==> src/rtl/fft_pkg.sv <==
// Shared constants for the CORDIC FFT datapath: sample width, binary-angle
// constants, the arctangent table and the butterfly FSM encoding.
package fft_pkg;

    localparam int FFT_W = 17;

    localparam logic [31:0] ANG_PI      = 32'h8000_0000;
    localparam logic [31:0] ANG_HALF_PI = 32'h4000_0000;

    typedef enum logic [1:0] {
        ST_IDLE = 2'd0,
        ST_PREP = 2'd1,
        ST_ROT  = 2'd2,
        ST_DONE = 2'd3
    } fsm_state_e;

    // atan(2^-i) as a binary angle (2^31 = pi), rounded to nearest
    function automatic logic [31:0] atan_lookup(input logic [4:0] idx);
        logic [31:0] a;
        case (idx)
            5'd0:  a = 32'h2000_0000;
            5'd1:  a = 32'h12E4_051E;
            5'd2:  a = 32'h09FB_385B;
            5'd3:  a = 32'h0511_11D4;
            5'd4:  a = 32'h028B_0D43;
            5'd5:  a = 32'h0145_D7E1;
            5'd6:  a = 32'h00A2_F61E;
            5'd7:  a = 32'h0051_7C55;
            5'd8:  a = 32'h0028_BE53;
            5'd9:  a = 32'h0014_5F2F;
            5'd10: a = 32'h000A_2F98;
            5'd11: a = 32'h0005_17CC;
            5'd12: a = 32'h0002_8BE6;
            5'd13: a = 32'h0001_45F3;
            5'd14: a = 32'h0000_A2FA;
            5'd15: a = 32'h0000_517D;
            5'd16: a = 32'h0000_28BE;
            5'd17: a = 32'h0000_145F;
            5'd18: a = 32'h0000_0A30;
            5'd19: a = 32'h0000_0518;
            5'd20: a = 32'h0000_028C;
            5'd21: a = 32'h0000_0146;
            5'd22: a = 32'h0000_00A3;
            5'd23: a = 32'h0000_0051;
            5'd24: a = 32'h0000_0029;
            5'd25: a = 32'h0000_0014;
            5'd26: a = 32'h0000_000A;
            5'd27: a = 32'h0000_0005;
            5'd28: a = 32'h0000_0003;
            5'd29: a = 32'h0000_0001;
            5'd30: a = 32'h0000_0001;
            default: a = 32'h0000_0000;
        endcase
        return a;
    endfunction

endpackage

==> src/rtl/cordic_iter_rot.sv <==
// One combinational CORDIC rotation-mode micro-step: drives z toward zero,
// rotating (x,y) by +/-atan(2^-i).
module cordic_iter_rot
    import fft_pkg::*;
#(
    parameter int XW = 21,
    parameter int IW = 4
) (
    input  logic signed [XW-1:0] x_in,
    input  logic signed [XW-1:0] y_in,
    input  logic signed [31:0]   z_in,
    input  logic        [IW-1:0] iter,
    output logic signed [XW-1:0] x_out,
    output logic signed [XW-1:0] y_out,
    output logic signed [31:0]   z_out
);

    logic signed [XW-1:0] sh_x;
    logic signed [XW-1:0] sh_y;
    logic signed [31:0]   ang;

    always_comb begin
        sh_x = x_in >>> iter;
        sh_y = y_in >>> iter;
        ang  = signed'(atan_lookup(5'(iter)));
        if (!z_in[31]) begin
            x_out = x_in - sh_y;
            y_out = y_in + sh_x;
            z_out = z_in - ang;
        end else begin
            x_out = x_in + sh_y;
            y_out = y_in - sh_x;
            z_out = z_in + ang;
        end
    end

endmodule

==> src/rtl/inv_butterfly2_seq.sv <==
// Inverse radix-2 butterfly: A = (S+D)/2, B = rot(-zangle)((S-D)/2), with B
// produced by an iterative one-step-per-clock CORDIC behind valid/ready.
module inv_butterfly2_seq
    import fft_pkg::*;
#(
    parameter int W     = FFT_W,
    parameter int ITER  = 16,
    parameter int GUARD = 2
) (
    input  logic                clock,
    input  logic                reset_n,
    input  logic                in_valid,
    output logic                in_ready,
    input  logic signed [W-1:0] xs,
    input  logic signed [W-1:0] ys,
    input  logic signed [W-1:0] xd,
    input  logic signed [W-1:0] yd,
    input  logic        [31:0]  zangle,
    output logic                out_valid,
    input  logic                out_ready,
    output logic signed [W-1:0] xa,
    output logic signed [W-1:0] ya,
    output logic signed [W-1:0] xb,
    output logic signed [W-1:0] yb
);

    // Headroom: |t| up to 2^(W-1)*sqrt(2) plus residual gain, then GUARD bits
    localparam int XW = W + 2 + GUARD;
    localparam int IW = (ITER > 1) ? $clog2(ITER) : 1;
    localparam int PW = XW + 6;
    localparam logic [IW-1:0] LAST = IW'(ITER - 1);
    localparam logic signed [XW:0] SAT_HI = (XW+1)'((2 ** (W - 1)) - 1);
    localparam logic signed [XW:0] SAT_LO = -SAT_HI - (XW+1)'(1);

    function automatic logic signed [W-1:0] half_sum(
        input logic signed [W-1:0] a,
        input logic signed [W-1:0] b,
        input logic                sub
    );
        logic signed [W:0] s;
        s = sub ? ((W+1)'(a) - (W+1)'(b)) : ((W+1)'(a) + (W+1)'(b));
        return W'(s >>> 1);
    endfunction

    // 1/K ~ 1/2+1/16+1/32+1/64, evaluated exactly then rounded once so small
    // negative inputs do not pick up a floor bias from each shifted term
    function automatic logic signed [XW-1:0] prescale(input logic signed [W-1:0] t);
        logic signed [PW-1:0] te;
        logic signed [PW-1:0] pe;
        te = PW'(t) <<< (GUARD + 6);
        pe = (te >>> 1) + (te >>> 4) + (te >>> 5) + (te >>> 6) + PW'(32);
        return XW'(pe >>> 6);
    endfunction

    function automatic logic signed [W-1:0] rnd_sat(input logic signed [XW-1:0] v);
        logic signed [XW:0] r;
        logic signed [W-1:0] res;
        r = ((XW+1)'(v) + (XW+1)'(2 ** (GUARD - 1))) >>> GUARD;
        if (r > SAT_HI)      res = SAT_HI[W-1:0];
        else if (r < SAT_LO) res = SAT_LO[W-1:0];
        else                 res = W'(r);
        return res;
    endfunction

    fsm_state_e           state_q, state_d;
    logic        [IW-1:0] cnt_q, cnt_d;
    logic signed [W-1:0]  sx_q, sx_d, sy_q, sy_d, dx_q, dx_d, dy_q, dy_d;
    logic        [31:0]   zin_q, zin_d;
    logic signed [W-1:0]  ax_q, ax_d, ay_q, ay_d;
    logic signed [XW-1:0] x_q, x_d, y_q, y_d;
    logic signed [31:0]   z_q, z_d;
    logic signed [W-1:0]  xa_q, xa_d, ya_q, ya_d, xb_q, xb_d, yb_q, yb_d;

    logic signed [W-1:0]  tx, ty;
    logic signed [XW-1:0] px, py;
    logic        [31:0]   phi;
    logic                 fold_pos, fold_neg;
    logic signed [XW-1:0] x_nx, y_nx;
    logic signed [31:0]   z_nx;

    assign tx  = half_sum(sx_q, dx_q, 1'b1);
    assign ty  = half_sum(sy_q, dy_q, 1'b1);
    assign px  = prescale(tx);
    assign py  = prescale(ty);
    assign phi = 32'd0 - zin_q;

    // -pi negates to itself and is folded as +pi
    assign fold_pos = (phi == ANG_PI) || (!phi[31] && (phi > ANG_HALF_PI));
    assign fold_neg = phi[31] && (phi != ANG_PI) && (phi < (32'd0 - ANG_HALF_PI));

    cordic_iter_rot #(.XW(XW), .IW(IW)) u_rot (
        .x_in  (x_q),
        .y_in  (y_q),
        .z_in  (z_q),
        .iter  (cnt_q),
        .x_out (x_nx),
        .y_out (y_nx),
        .z_out (z_nx)
    );

    always_comb begin
        state_d = state_q;
        cnt_d   = cnt_q;
        sx_d    = sx_q;
        sy_d    = sy_q;
        dx_d    = dx_q;
        dy_d    = dy_q;
        zin_d   = zin_q;
        ax_d    = ax_q;
        ay_d    = ay_q;
        x_d     = x_q;
        y_d     = y_q;
        z_d     = z_q;
        xa_d    = xa_q;
        ya_d    = ya_q;
        xb_d    = xb_q;
        yb_d    = yb_q;
        case (state_q)
            ST_IDLE: begin
                if (in_valid) begin
                    sx_d    = xs;
                    sy_d    = ys;
                    dx_d    = xd;
                    dy_d    = yd;
                    zin_d   = zangle;
                    state_d = ST_PREP;
                end
            end
            ST_PREP: begin
                ax_d = half_sum(sx_q, dx_q, 1'b0);
                ay_d = half_sum(sy_q, dy_q, 1'b0);
                if (fold_pos) begin
                    x_d = -py;
                    y_d = px;
                    z_d = signed'(phi - ANG_HALF_PI);
                end else if (fold_neg) begin
                    x_d = py;
                    y_d = -px;
                    z_d = signed'(phi + ANG_HALF_PI);
                end else begin
                    x_d = px;
                    y_d = py;
                    z_d = signed'(phi);
                end
                cnt_d   = '0;
                state_d = ST_ROT;
            end
            ST_ROT: begin
                x_d = x_nx;
                y_d = y_nx;
                z_d = z_nx;
                if (cnt_q == LAST) begin
                    cnt_d   = '0;
                    xa_d    = ax_q;
                    ya_d    = ay_q;
                    xb_d    = rnd_sat(x_nx);
                    yb_d    = rnd_sat(y_nx);
                    state_d = ST_DONE;
                end else begin
                    cnt_d = cnt_q + IW'(1);
                end
            end
            ST_DONE: begin
                if (out_ready) state_d = ST_IDLE;
            end
            default: state_d = ST_IDLE;
        endcase
    end

    always_ff @(posedge clock or negedge reset_n) begin
        if (!reset_n) begin
            state_q <= ST_IDLE;
            cnt_q   <= '0;
            sx_q    <= '0;
            sy_q    <= '0;
            dx_q    <= '0;
            dy_q    <= '0;
            zin_q   <= '0;
            ax_q    <= '0;
            ay_q    <= '0;
            x_q     <= '0;
            y_q     <= '0;
            z_q     <= '0;
            xa_q    <= '0;
            ya_q    <= '0;
            xb_q    <= '0;
            yb_q    <= '0;
        end else begin
            state_q <= state_d;
            cnt_q   <= cnt_d;
            sx_q    <= sx_d;
            sy_q    <= sy_d;
            dx_q    <= dx_d;
            dy_q    <= dy_d;
            zin_q   <= zin_d;
            ax_q    <= ax_d;
            ay_q    <= ay_d;
            x_q     <= x_d;
            y_q     <= y_d;
            z_q     <= z_d;
            xa_q    <= xa_d;
            ya_q    <= ya_d;
            xb_q    <= xb_d;
            yb_q    <= yb_d;
        end
    end

    assign in_ready  = (state_q == ST_IDLE);
    assign out_valid = (state_q == ST_DONE);
    assign xa        = xa_q;
    assign ya        = ya_q;
    assign xb        = xb_q;
    assign yb        = yb_q;

endmodule

==> config.mk <==
export PLATFORM = sky130hd
export DESIGN_NAME = inv_butterfly2_seq
export DESIGN_NICKNAME = d
export VERILOG_FILES = /design/src/rtl/fft_pkg.sv /design/src/rtl/cordic_iter_rot.sv /design/src/rtl/inv_butterfly2_seq.sv
export SDC_FILE = /design/constraint.sdc
export NUM_CORES = 1
export LEC_CHECK = 0
export BUFFER_PORTS_ARGS = -buffer_cell sky130_fd_sc_hd__buf_2
export CORE_UTILIZATION = 56
export CTS_BUF_LIST = sky130_fd_sc_hd__clkbuf_16
export CTS_CLUSTER_DIAMETER = 80
export DETAILED_ROUTE_END_ITERATION = 8
export PLACE_DENSITY = 0.75
export SYNTH_ARGS = -nofsm -noshare
export SYNTH_HDL_FRONTEND = slang
export SYNTH_SLANG_ARGS = --single-unit
==> constraint.sdc <==
create_clock -name clock -period 15.7 [get_ports clock]
set_clock_uncertainty 0.2 [all_clocks]
set_input_delay 0.785 -clock clock [delete_from_list [all_inputs] [get_ports clock]]
set_output_delay 0.785 -clock clock [all_outputs]
set_load 0.02 [all_outputs]
==> impl_results.md <==
- Status: finished, final reports clean
- Worst slew pin tran: 1110 ps
- Iteration-0 DRC Markers: 2322
- Final worst slack: 7810 ps
- Dominant synthesized flop cell: dfrtp_1
- Synth area leaders: dfrtp_1, ha_1, xnor2_1, mux2_2, a21oi_1
- Initial antenna violation count: 1
- Critical-path cell list: buf_4 > mux4_2 > mux2_2 > mux2_2 > inv_1 > ha_1 > inv_1 > o32ai_1 > and3_1 > a41oi_1 > xor2_1 > ha_1 > and3_1 > and3_1 > a211oi_1 > o21ai_0 > a21o_1 > a311oi_1 > nand3_1 > a21oi_1 > nor3_1 > nor2_1 > a221o_1
- Post-layout min period: 7890 ps
- CTS sink cnt: 282
- Ant diodes: 0
- Hold Fails Final Rpt: 0
- Yosys top cell area share: 0.244
- Clock transition at path regs: 60 ps
- Post CTS Setup Buffer Count: 0
- Critical Path Fanout Max: 67
- Final non-filler cell total: 4179
- Worst r2r src: cnt_q[0]
- Number of port buffers: 173
- Global-route usage over all layers: 0.300
- Layout cell share with drive strength beyond 1: 0.137
- Vias: 25900
- Synth Net Count: 3803
- Post-synth EDFFs: 0
- Io pins: 174
- Seq/Total Area, Yosys: 0.244
- H-tree depth: 2
- DRC Markers: 0
- Die width: 229 um
- Area leader, netlist: dfrtp_1
- Final setup viols: 0
- Flop2flop setup slack: 7810 ps
- Setup CP Type: reg2reg
- Yosys warning count: 0
- Startpoint Class: flip-flop
- Cell count after synthesis: 3422
- Hold Buf Count CTS: 0
- Async SR Flop Fraction: 1.00
- Drt first pass iters: 7
- Cell total after placement: 4119
- Main combinational cell family by area after synthesis: compound AO/OA/AOI/OAI gates
- GR Overflow Total: 0
- RSZ-0062 raised after global routing: no
- Period utilisation layout: 0.503
- Final HPWL DP: 59900 um
- Syn-to-layout area delta: 8.11%
- Post-synthesis simple-gate area fraction: 0.169
- CORE AREA: 50500 um2
- CTS max path bufs: 3
- CTS tree: built
- ANT nets after route: 0
- Post-synthesis xor/xnor area fraction: 0.0834
- Die height: 229 um
- Effective utilization at floorplan: 0.572
- Cell variety after synth: 100
- Largest net degree at the start of global routing: 77
- CTS Root Cell: clkbuf_16
- Max-Slew Margin vs Limit: 0.255
- Adder-cell area share of the yosys netlist: 0.135
- Fin util: 0.618
- WP data required: 15970 ps
- Fmax: 0.127 GHz
- Most common cell on crit path: and3_1
- Total Die Area: 52500 um2
- First-pass GRT wire length: 129000 um
- Number of global-route vias before repair: 24500
- Total Wirelength: 79600 um
- Avg Cell Area, Syn: 8.44 um2
- Pins over their slew limit: 0
- Drt wl/cell: 19.0 um
- Crit path DAT: 8160 ps
- Floorplan row count: 82
- Num CTS Buffers: 34
- Final nets: 3864
- Dpl ws: 7950 ps
- Crit. End Element: flip-flop
- Max Cap Viol: 0
- Resized cells post-CTS: 0
- Placer congestion estimate: 1.00
- Crit-path max cell delay: 880 ps
- Fillers: 4479
- Worst Hold Class: in2async
- Slowest-stage cell, CP: a311oi_1
- TNS Setup: 0 ps
- Vias per cell: 6.19
- Worst R2R Path Depth: 23
- Number of synthesized register bits: 282
- Multiplexer share of the synthesized area: 0.0970
- Worst Setup SP: cnt_q[0]
- Complex-gate fraction of the synthesized area: 0.213
- Cell area after synthesis: 28900 um2
- Clk Latency, worst-skew pair: 550 ps
- Worst R2R End: xb[10]
worst max path at each step:
| stage | endpoint | depth (start not counted) |
|---|---|---|
| global placement | xb[5] | 23 |
| floorplan | xb[13] | 30 |
| global route | xb[10] | 23 |
| finish | xb[10] | 23 |
| CTS | xb[10] | 23 |
| detailed placement | xb[11] | 23 |
metrics by stage:
step / hold WS [ps] / area (um2)
after floorplan: 233 / 28900
after global placement: 250 / 30100
after detailed placement: 252 / 30100
after CTS: 22.6 / 31200
after global routing: 56.1 / 31200
final: 13.2 / 31200
sequential cells by signal, indices dropped and copies added, names as in the netlist:
| signal | cells |
|---|---|
| ax_q | 17 |
| ay_q | 17 |
| cnt_q | 4 |
| dx_q | 17 |
| dy_q | 17 |
| state_q | 2 |
| sx_q | 17 |
| sy_q | 17 |
| x_q | 21 |
| xa | 17 |
| xb | 17 |
| y_q | 21 |
| ya | 17 |
| yb | 17 |
| z_q | 32 |
| zin_q | 32 |
area by class of cell:
| cell class | instances | area [um2] | area share |
|---|---|---|---|
| Clock buffer | 35 | 876 | 0.0281 |
| Clock inverter | 25 | 224 | 0.00717 |
| Inverter | 252 | 946 | 0.0303 |
| Multi-Input combinational cell | 2712 | 20200 | 0.647 |
| Timing Repair Buffer | 201 | 1090 | 0.0348 |
| Sequential cell | 282 | 7060 | 0.226 |
| Tap cell | 672 | 841 | 0.0269 |
kinds of logic (layout without fill, tap and decap cells):
family	count (synthesis)	in the layout
muxes	223	223
adders and majority gates	278	278
AOI/OAI and AO/OA	919	919
xor gates and xnor gates	275	275
DFF	282	282
and+or+nand+nor	1017	1017
buffers and inverters	428	513
critical path, delay by kind of cell, from the launching register on:
| family | cells | cell delay, ps |
|---|---|---|
| simple gates | 6 | 1650 |
| buf+inv | 3 | 850 |
| mux | 3 | 1190 |
| compound gates | 8 | 2760 |
| flops | 1 | 420 |
| fa+ha+maj | 2 | 520 |
| xor+xnor | 1 | 180 |
routing by layer:
| layer | part of all wire | GRT usage | wire (um) |
|---|---|---|---|
| met5 | 0 | 0 | 0 |
| met3 | 0.075 | 0.0514 | 5980 |
| met4 | 0.037 | 0.108 | 2930 |
| met1 | 0.43 | 0.409 | 34500 |
| met2 | 0.45 | 0.479 | 36200 |
cells in the final DEF (no fill, tap or decap), drive strengths merged, types with 35 or more instances in the layout:
master  netlist  layout
ha          219     219
fa           58      58
xnor2       177     177
o21bai       37      37
mux2        136     136
a21o         67      67
mux2i        55      55
buf          52     201
nor2        298     298
clkbuf      124      35
dfrtp       282     282
nor3         78      78
a31oi        42      42
a21oi       258     258
nand3        62      62
inv         250     259
nand2b       36      36
o21ai       148     148
a211oi       54      54
nand2       301     301
xor2         98      98
cell usage after synthesis, types with 32 or more instances:
library cell  count
mux4_2           32
o21ai_0         141
xnor2_1         177
or3_1            33
nor3_1           77
xor2_1           98
clkbuf_1        124
dfrtp_1         282
nand2b_1         36
nand3_1          62
nor2_1          296
o21bai_1         37
ha_1            219
fa_1             58
a21oi_1         257
mux2_2          136
a31oi_1          42
a21o_1           67
inv_1           247
nand2_1         301
o21a_1           34
mux2i_1          55
a211oi_1         52
Power is left out: the tool's default activity adds up to more than one toggle a clock period on the data nets, which glitch-free logic cannot reach.
